$ cat src/rtl/servo_pwm_drive.sv
`default_nettype none
// ============================================================================
// Module   : servo_pwm_drive
// Brief    : Shared 21-bit period counter plus two servo pulse-train channels.
// Revision : 1.0 - initial release
// ============================================================================
module servo_pwm_drive #(
    parameter int unsigned MAX_COUNT = 2000000,
    parameter int unsigned PULSE_FWD = 200000,
    parameter int unsigned PULSE_REV = 100000
) (
    input  logic        clk,
    input  logic        reset,
    input  logic        count_reset,
    output logic [20:0] count_out,
    output logic        period_start,
    input  logic        motor_l_reset,
    input  logic        motor_l_direction,
    input  logic        motor_r_reset,
    input  logic        motor_r_direction,
    output logic        pwm_l,
    output logic        pwm_r,
    output logic        busy_l,
    output logic        busy_r
);

    localparam logic [20:0] C_MAX = 21'(MAX_COUNT);
    localparam logic [20:0] C_FWD = 21'(PULSE_FWD);
    localparam logic [20:0] C_REV = 21'(PULSE_REV);

    typedef enum logic [1:0] {
        IDLE  = 2'd0,
        PULSE = 2'd1,
        LOW   = 2'd2
    } state_t;

    logic [20:0] cnt_q;
    logic [20:0] cnt_d;
    logic        start;

    always_comb begin
        cnt_d = cnt_q + 21'd1;
        if (count_reset || (cnt_q == C_MAX)) begin
            cnt_d = '0;
        end
    end

    always_ff @(posedge clk or negedge reset) begin
        if (!reset) begin
            cnt_q <= '0;
        end else begin
            cnt_q <= cnt_d;
        end
    end

    // Gated by reset so the strobe stays quiet while the block is held in reset.
    assign start        = reset && (cnt_q == '0) && !count_reset;
    assign count_out    = cnt_q;
    assign period_start = start;

    logic [1:0] ch_rst;
    logic [1:0] ch_dir;
    logic [1:0] ch_pwm;
    logic [1:0] ch_busy;

    assign ch_rst = {motor_r_reset, motor_l_reset};
    assign ch_dir = {motor_r_direction, motor_l_direction};

    generate
        for (genvar i = 0; i < 2; i++) begin : g_ch
            state_t      state_q;
            state_t      state_d;
            logic [20:0] width_q;
            logic [20:0] width_d;
            logic        pwm_q;
            logic        busy_q;

            always_comb begin
                state_d = state_q;
                width_d = width_q;
                case (state_q)
                    IDLE, LOW: begin
                        if (start) begin
                            if (!ch_rst[i]) begin
                                state_d = PULSE;
                                width_d = ch_dir[i] ? C_FWD : C_REV;
                            end else begin
                                state_d = IDLE;
                            end
                        end
                    end
                    PULSE: begin
                        // A counter clear invalidates the timing, so the pulse is aborted.
                        if (count_reset || (cnt_q == width_q)) begin
                            state_d = LOW;
                        end
                    end
                    default: state_d = IDLE;
                endcase
            end

            always_ff @(posedge clk or negedge reset) begin
                if (!reset) begin
                    state_q <= IDLE;
                    width_q <= '0;
                    pwm_q   <= 1'b0;
                    busy_q  <= 1'b0;
                end else begin
                    state_q <= state_d;
                    width_q <= width_d;
                    pwm_q   <= (state_d == PULSE);
                    busy_q  <= (state_d == PULSE);
                end
            end

            assign ch_pwm[i]  = pwm_q;
            assign ch_busy[i] = busy_q;
        end
    endgenerate

    assign pwm_l  = ch_pwm[0];
    assign pwm_r  = ch_pwm[1];
    assign busy_l = ch_busy[0];
    assign busy_r = ch_busy[1];

endmodule
`default_nettype wire

$ cat config.mk
export PLATFORM = sky130hd
export DESIGN_NAME = servo_pwm_drive
export DESIGN_NICKNAME = d
export VERILOG_FILES = /design/src/rtl/servo_pwm_drive.sv
export SDC_FILE = /design/constraint.sdc
export NUM_CORES = 1
export LEC_CHECK = 0
export CAP_MARGIN = 10
export CORE_ASPECT_RATIO = 0.6
export CORE_MARGIN = 2
export CORE_UTILIZATION = 52
export CTS_CLUSTER_DIAMETER = 80
export DETAILED_ROUTE_END_ITERATION = 16
export GPL_ROUTABILITY_DRIVEN = 0
export HOLD_SLACK_MARGIN = 0.08
export PLACE_DENSITY = 0.79
export SLEW_MARGIN = 40
export SYNTH_ARGS = -nofsm -noshare
export SYNTH_HDL_FRONTEND = slang
export SYNTH_SLANG_ARGS = --single-unit
$ cat constraint.sdc
create_clock -name clk -period 2.12 [get_ports clk]
set_input_delay 0.424 -clock clk [delete_from_list [all_inputs] [get_ports clk]]
set_output_delay 0.424 -clock clk [all_outputs]
set_load 0.02 [all_outputs]
**After elaboration in Yosys (flattened, before gate mapping)**

Index checks and enable logic that the tools add are counted.

- Register bits: 69
- Input bits: 7

- Bitwise operators: 2
- Eq/ne operators: 9
- Mux-type cells: 11
- Reductions and logical operators: 13
- $add $sub $neg: 1

Operator list:

| kind | count |
|---|---|
| == test 21 bit | 2 |
| two-way mux 18 bit | 2 |
| adder 21 x 1 -> 21 bit, second input constant | 1 |
| == test 21 bit, second input constant | 1 |
| logical NOT 21 bit | 1 |
| two-way mux 21 bit | 1 |
| == test 2 x 1 -> 1 bit, second input constant | 4 |
| two-way mux 2 bit | 4 |
| case mux 2 bit (2 select lines) | 2 |
| AND reduction 3 bit | 2 |
| == test 2 bit, second input constant | 2 |
| logical NOT 2 bit | 2 |
| OR reduction 2 bit | 2 |
| logical OR 1 bit | 3 |
| logical AND 1 bit | 2 |
| two-way mux 1 bit | 2 |
| inverter 1 bit | 2 |
| logical NOT 1 bit | 1 |

**Depth between registers and ports, before layout**

Gate-level depths: netlist of run 1.

- Depth in word-level cells: 6
- Mapped depth: 7
- Gate-level depth less buffers: 6

**Worst setup path before layout of run 1**

Ideal clock, no wire load.

- Path type: register -> output
- From: register cnt_q[0], in the netlist count_out[0]
- To: output port period_start
- Setup slack: -0.123 ns
- Required time: 1.696 ns
- Arrival: 1.819 ns
- Cell stages (with the launch flop): 6
- Buffers on the path: 0
- Path through: dfrtp_1 inv_1 ha_1 nor3b_1 nand3_2 nor3_1

- Longest elaborated chain between the ends: 3

RTL lines:

| item | line | source |
|---|---|---|
| start, declared | 37 | `logic [20:0] cnt_q;` |
| start signal, assigned | 52 | `cnt_q <= cnt_d;` |
| logical NOT 21 bit | 57 | `assign start = reset && (cnt_q == '0) && !count_reset;` |
| logical AND 1 bit (2 in a row) | 57 |  |
| end, declared | 16 | `output logic period_start,` |

Every way passes these cells.

**Worst setup path after layout of run 1**

- From: register cnt_q[13], in the netlist count_out[13]
- To: output port period_start

The elaborated chain is that of the path after synthesis.

==> run summary, run 1 <==
Post-Place Setup Slack - -0.244 ns
DIE HEIGHT - 50.4 um
Post-Layout Cell Count - 293
Clock Latency Late Sink - 0.29 ns
Top FF cell, synth - dfrtp_1
Port Buf Inserts - 32
Max frequency - 485 MHz
IO Count - 33
Syn_nets - 194
Critical path class - flop to output pin
Async SR Flop Fraction - 100%
Starting Density - 55.7%
Arr. time, crit path - 1.64 ns
Most frequent cells in the layout - buf_4, dfrtp_1, clkdlybuf4s50_1, nor2_1, nand2_1
VDD IR-drop max - 0.314 mV
Fin crit period - 2.06 ns
Root buf cell - clkbuf_8
Fin. Hold Viols - 0
Die X - 81.3 um
Most common cell after layout, fill and taps aside - buf_4
Placed Cells - 285
Post-Synthesis Cells - 185
Sink Count - 33
DR WL/cell - 17.3 um
Pre-antenna DRT Iters - 4
Share of cells above drive strength 1 - 25.8%
Total vias in the final route - 1,682
Drt total wl - 5080 um
Clk slew on worst S/H paths - 0.06 ns
Core Box Area - 3340 um2
P per Cell Area - 580 nW/um2
Status - completed
EDFF count, synth - 0
DPL Wire Length - 3620 um
WHS - 0.499 ns
GRT overflow - 0
CP Data Required Time - 1.70 ns
Final antenna-violating net count - 0
Critical Path Start - count_out[13]$_DFF_PN0_
Row Count - 16
Max transition margin - 67.7%
Yosys cell types - 39
# setup viols final - 0
End of the critical path - period_start
Flop2flop setup slack - 0.14 ns
TritonCTS buffer count - 5
Antenna cells - 0
Area Growth Syn to Fin - 35.8%
Setup TNS - 0 ns
Max-cap viol count - 0
Hold WC Path Type - flop to flop
Total global-route track usage - 27.6%
Cell Area, Synth - 1860 um2
Least-Margin Pin Slew - 0.481 ns
Crit path max fanout - 2
DRC - 0
Static Leak - 1.08 nW
Crit path capture type - output pin
Fin nets - 257
Reg2reg end - g_ch[1].width_q[11]$_DFFE_PN0P_
CTS H-Tree Depth - 2
Vias/cell - 5.74
RSZ-0062 raised after global routing - true
Layout fillers - 216
Initial antenna violation count - 0
Startpoint class of the critical path - flop
Hold-fix buffers, CTS - 0
Setup WS post-layout - 0.0584 ns
Period utilization - 97.2%
Max-slew violations - 0
Reg2reg start - count_out[13]$_DFF_PN0_
CTS max path bufs - 2
Yosys warning total - 0
Largest net degree at the start of global routing - 34
First-pass GRT wire length - 8310 um
FF-to-FF path depth - 5
Die area - 4090 um2
Violation count after the first detailed-route iteration - 136
Clock Skew - 0.00514 ns
Sequential cell area fraction in the yosys report - 44.4%
Synthesized area per cell - 10.1 um2
TritonCTS clock tree - done
Synthesized flop and latch total - 33
Vias in the first global route - 1,691
## critical path: stages, from the launching register on
cell and delay [ns]:
dfrtp_1 0.41, nor4_4 0.42, nand3_4 0.14, nor3_4 0.23
buf_6 0.15
## final cells by class
class / count / area (um2) / share of cell area, %
clock buffers: 7 / 86.3 / 3.42
inverters: 10 / 37.5 / 1.49
repair buffers: 68 / 592 / 23.4
multi-input cells: 130 / 930 / 36.8
flip-flops and latches: 33 / 826 / 32.7
well taps: 45 / 56.3 / 2.23
## registers in the layout (all words and copies together) (netlist names)
name / count
busy_l: 1
g_ch.width_q: 6
busy_r: 1
g_ch.state_q: 4
count_out: 21
## worst min-delay path by stage
| stage | start | end | slack [ns] | cells after the start |
|---|---|---|---|---|
| floorplan | reset | busy_l$_DFF_PN0_ | 0.13 | 0 |
| global placement | g_ch[0].width_q[16]$_DFFE_PN0P_ | g_ch[0].width_q[16]$_DFFE_PN0P_ | 0.48 | 1 |
| detailed placement | g_ch[1].width_q[16]$_DFFE_PN0P_ | g_ch[1].width_q[16]$_DFFE_PN0P_ | 0.48 | 1 |
| CTS | g_ch[0].width_q[16]$_DFFE_PN0P_ | g_ch[0].width_q[16]$_DFFE_PN0P_ | 0.50 | 1 |
| global route | g_ch[0].width_q[16]$_DFFE_PN0P_ | g_ch[0].width_q[16]$_DFFE_PN0P_ | 0.52 | 1 |
| finish | g_ch[0].width_q[16]$_DFFE_PN0P_ | g_ch[0].width_q[16]$_DFFE_PN0P_ | 0.50 | 1 |
## what timing repair did
item | 4_1_cts | 5_1_grt
pin swaps | 1 | 1
endpoints found under the setup margin | 1 | 3
resized for setup | 6 | 4
buffers inserted | 0 | 1
## kinds of logic (layout without fill, tap and decap cells)
| family | after synthesis | after routing | synth area share (%) |
|---|---|---|---|
| and+or+nand+nor | 82 | 82 | 26.5 |
| DFF | 33 | 33 | 44.4 |
| AOI/OAI and AO/OA | 29 | 29 | 11.4 |
| buffers and inverters | 22 | 85 | 7.46 |
| xor gates and xnor gates | 11 | 11 | 5.17 |
| muxes | 6 | 6 | 3.76 |
| adders and majority gates | 2 | 2 | 1.34 |
## synth_stat cells (3+ instances only)
library cell   n  area, um2
o22ai_1        4       25.0
nand4_1        7       43.8
or4_1          4       30.0
xor2_1         6       52.6
buf_4          4       30.0
xnor2_1        5       43.8
or2_2          3       18.8
or3_1          5       31.3
nor2_1        18       67.6
nand3_1        9       45.0
nor3_1         6       30.0
nand2_1       12       45.0
dfrtp_1       33        826
a21oi_1        6       30.0
buf_2          3       15.0
a31o_2         4       35.0
inv_1         10       37.5
o21ai_0        7       35.0
mux2i_1        4       40.0
buf_6          5       56.3
## where the power goes
group / leakage [nW] / internal [mW] / total (mW) / switching (mW)
Clock: 0.0443 / 0.257 / 0.475 / 0.217
Combinational: 0.596 / 0.137 / 0.266 / 0.129
Sequential: 0.437 / 0.682 / 0.725 / 0.0431
Total: 1.08 / 1.08 / 1.47 / 0.390
## per-layer routing
layer  track usage [%]  vias to the layer above  wire length, um
li1                  -                      787                -
met1              37.9                      815             2270
met2              45.0                       68             2380
met3              6.12                       12              355
met4              5.93                        0               76
met5                 0                        -                0
## stage by stage
stage	utilization (%)	instance area, um2	power, mW
final	75.6	2530	1.47
after global routing	75.6	2530	1.53
after CTS	74.6	2490	1.47
after detailed placement	71.9	2400	0.986
after global placement	71.9	2400	0.973
after floorplan	-	1870	0.881
Power figures use the tool's default switching activity.
==> inputs of run 2 (changes only) <==
Settings changed: REMOVE_ABC_BUFFERS from default to 1, SKIP_LAST_GASP from default to 1.
==> run summary, run 2 (synthesis results as in run 1) <==
GRT overflow - 0 (unchanged)
Root buf cell - clkbuf_8
Starting Density - 55.7% (unchanged)
FF-to-FF path depth - 8 (+3)
Hold WC Path Type - flop to flop
Row Count - 16 (unchanged)
Status - completed
Layout Utilization - 75.4% (-0.15 points)
TritonCTS clock tree - done
Reg2reg end - g_ch[1].width_q[11]$_DFFE_PN0P_
Setup TNS - 0 ns (unchanged)
Crit path cell chain - inv_1 -> ha_1 -> nor3b_4 -> buf_4 -> nand3_2 -> nor3_4 -> buf_6
Post-Layout Cell Count - 292 (-0.34%)
Sw Ratio - 26.7% (+0.11 points)
Hold path cells - 1 (unchanged)
Die X - 81.3 um (unchanged)
Startpoint class of the critical path - flop
Reg power frac - 49.8% (+0.3 points)
Max frequency - 490 MHz (+1.1%)
P per Cell Area - 582 nW/um2 (+0.30%)
Post-route cell area - 2520 um2 (-0.20%)
DIE HEIGHT - 50.4 um (unchanged)
Sequential Area - 826 um2 (unchanged)
Arr. time, crit path - 1.61 ns (-0.03 ns)
Worst path slowest cell - dfrtp_1
Vias/cell - 5.90 (+2.7%)
Multi-input gate area - 920 um2 (-1.1%)
Flop2flop setup slack - 0.11 ns (-0.03 ns)
Max reg flops - 21 (unchanged)
RSZ-0062 raised after global routing - true
First-pass GRT wire length - 8550 um (+2.8%)
Worst path max stage delay - 0.40 ns (-0.02 ns)
Core Box Area - 3340 um2 (unchanged)
IO Count - 33 (unchanged)
DRC - 0 (unchanged)
Combinational power share - 18.0% (-0.2 points)
Critical path class - flop to output pin
Static Leak - 1.07 nW (-0.77%)
Port Buf Inserts - 32 (unchanged)
TritonCTS buffer count - 5 (unchanged)
Total vias in the final route - 1,722 (+2.4%)
Fin. Hold Viols - 0 (unchanged)
Sink Count - 33 (unchanged)
Fin nets - 256 (-0.39%)
Most frequent cells in the layout - buf_4, dfrtp_1, clkdlybuf4s50_1, nor2_1, nand2_1
Most common cell after layout, fill and taps aside - buf_4
Max transition margin - 70.2% (+2.5 points)
Initial antenna violation count - 0 (unchanged)
Vias in the first global route - 1,697 (+0.35%)
Antenna cells - 0 (unchanged)
Clock Latency Late Sink - 0.28 ns (about the same)
Share of cells above drive strength 1 - 25.5% (-0.30 points)
Total global-route track usage - 28.9% (+1.3 points)
Crit path capture type - output pin
Max-slew violations - 0 (unchanged)
DP Area - 2410 um2 (+0.31%)
Die area - 4090 um2 (unchanged)
Placed Cells - 285 (unchanged)
DPL Wire Length - 3770 um (+3.9%)
# setup viols final - 0 (unchanged)
Final antenna-violating net count - 0 (unchanged)
Crit path max fanout - 3 (+1)
Fin crit period - 2.04 ns (-0.0226 ns)
Internal power - 1.08 mW (about the same)
Clock share of power - 32.2% (-0.2 points)
Least-Margin Pin Slew - 0.441 ns (-0.0397 ns)
Clock Skew - 0.00816 ns (+0.00302 ns)
Pre-antenna DRT Iters - 5 (+1)
CP Data Required Time - 1.70 ns (about the same)
Area Growth Syn to Fin - 35.5%
Period utilization - 96.2% (-1.1 points)
Overall power - 1.47 mW (about the same)
Violation count after the first detailed-route iteration - 155 (+14%)
Total net switching power - 392 uW (+0.52%)
VDD IR-drop max - 0.488 mV (+55%)
CTS max path bufs - 2 (unchanged)
Hold Startpoint - g_ch[0].width_q[16]$_DFFE_PN0P_
Largest net degree at the start of global routing - 34 (unchanged)
Max-cap viol count - 0 (unchanged)
DR WL/cell - 17.6 um (+1.5%)
Post-CTS setup buffer count - 0 (unchanged)
Hold-fix buffers, CTS - 0 (unchanged)
Reg2reg start - count_out[1]$_DFF_PN0_
CTS H-Tree Depth - 2 (unchanged)
Worst Hold End - g_ch[0].width_q[16]$_DFFE_PN0P_
Clk slew on worst S/H paths - 0.06 ns (about the same)
Layout fillers - 202 (-6.5%)
Drt total wl - 5130 um (+1.1%)
[run 2: changes by cell type in the layout (fill, tap and decap cells not counted), sizes merged]
cell and delta:
buf -1
[run 2: how the worst max path moves through the flow]
| stage | slack [ns] | depth (start not counted) | startpoint | to |
|---|---|---|---|---|
| 2_1_floorplan | -0.12 | 5 | count_out[0]$_DFF_PN0_ | period_start |
| 3_3_place_gp | -0.23 | 4 | reset | period_start |
| 3_5_place_dp | -0.29 | 7 | count_out[1]$_DFF_PN0_ | period_start |
| 4_1_cts | 0.01 | 7 | count_out[1]$_DFF_PN0_ | period_start |
| 5_1_grt | -0.01 | 7 | count_out[1]$_DFF_PN0_ | period_start |
| 6_report | 0.08 | 7 | count_out[1]$_DFF_PN0_ | period_start |
[run 2: timing repair]
action,in CTS,in global routing
resized for setup,8,3
pin swaps,0,2
setup endpoints to repair,1,2
[run 2: stage by stage]
step	setup WS [ns]	hold slack (ns)
after floorplan	-0.123	0.128
after global placement	-0.234	0.485
after detailed placement	-0.293	0.494
after CTS	0.0117	0.509
after global routing	-0.0137	0.558
final	0.0810	0.508
[run 2: critical path: cells and delay by family (launching register included)]
| family | cells | cell delay [ns] |
|---|---|---|
| adder cells (fa/ha/maj) | 1 | 0.14 |
| buffers and inverters | 3 | 0.36 |
| AND/OR/NAND/NOR | 3 | 0.44 |
| flip-flops | 1 | 0.40 |
[run 2: power by group through the flow]
stage	Sequential (mW)	Clock [mW]	Combinational [mW]
after floorplan	0.740	0	0.130
after global placement	0.735	0	0.243
after detailed placement	0.738	0	0.257
after CTS	0.729	0.475	0.259
after global routing	0.736	0.518	0.286
final	0.730	0.473	0.264
[run 2: routing by layer]
metal / part of all wire, % / up-vias / global-route usage (%)
met3: 7.1 / 12 / 6.65
li1: - / 790 / -
met5: 0 / - / 0
met2: 48 / 85 / 46.4
met4: 1.4 / 0 / 9.60
met1: 43 / 835 / 38.7
[run 2: layout make-up]
class                           instances  share of cell area [%]
Inverter                               10                    1.49
Multi-Input combinational cell        130                    36.5
Timing Repair Buffer                   67                    23.7
Sequential cell                        33                    32.7
Tap cell                               45                    2.23
Clock buffer                            7                    3.42
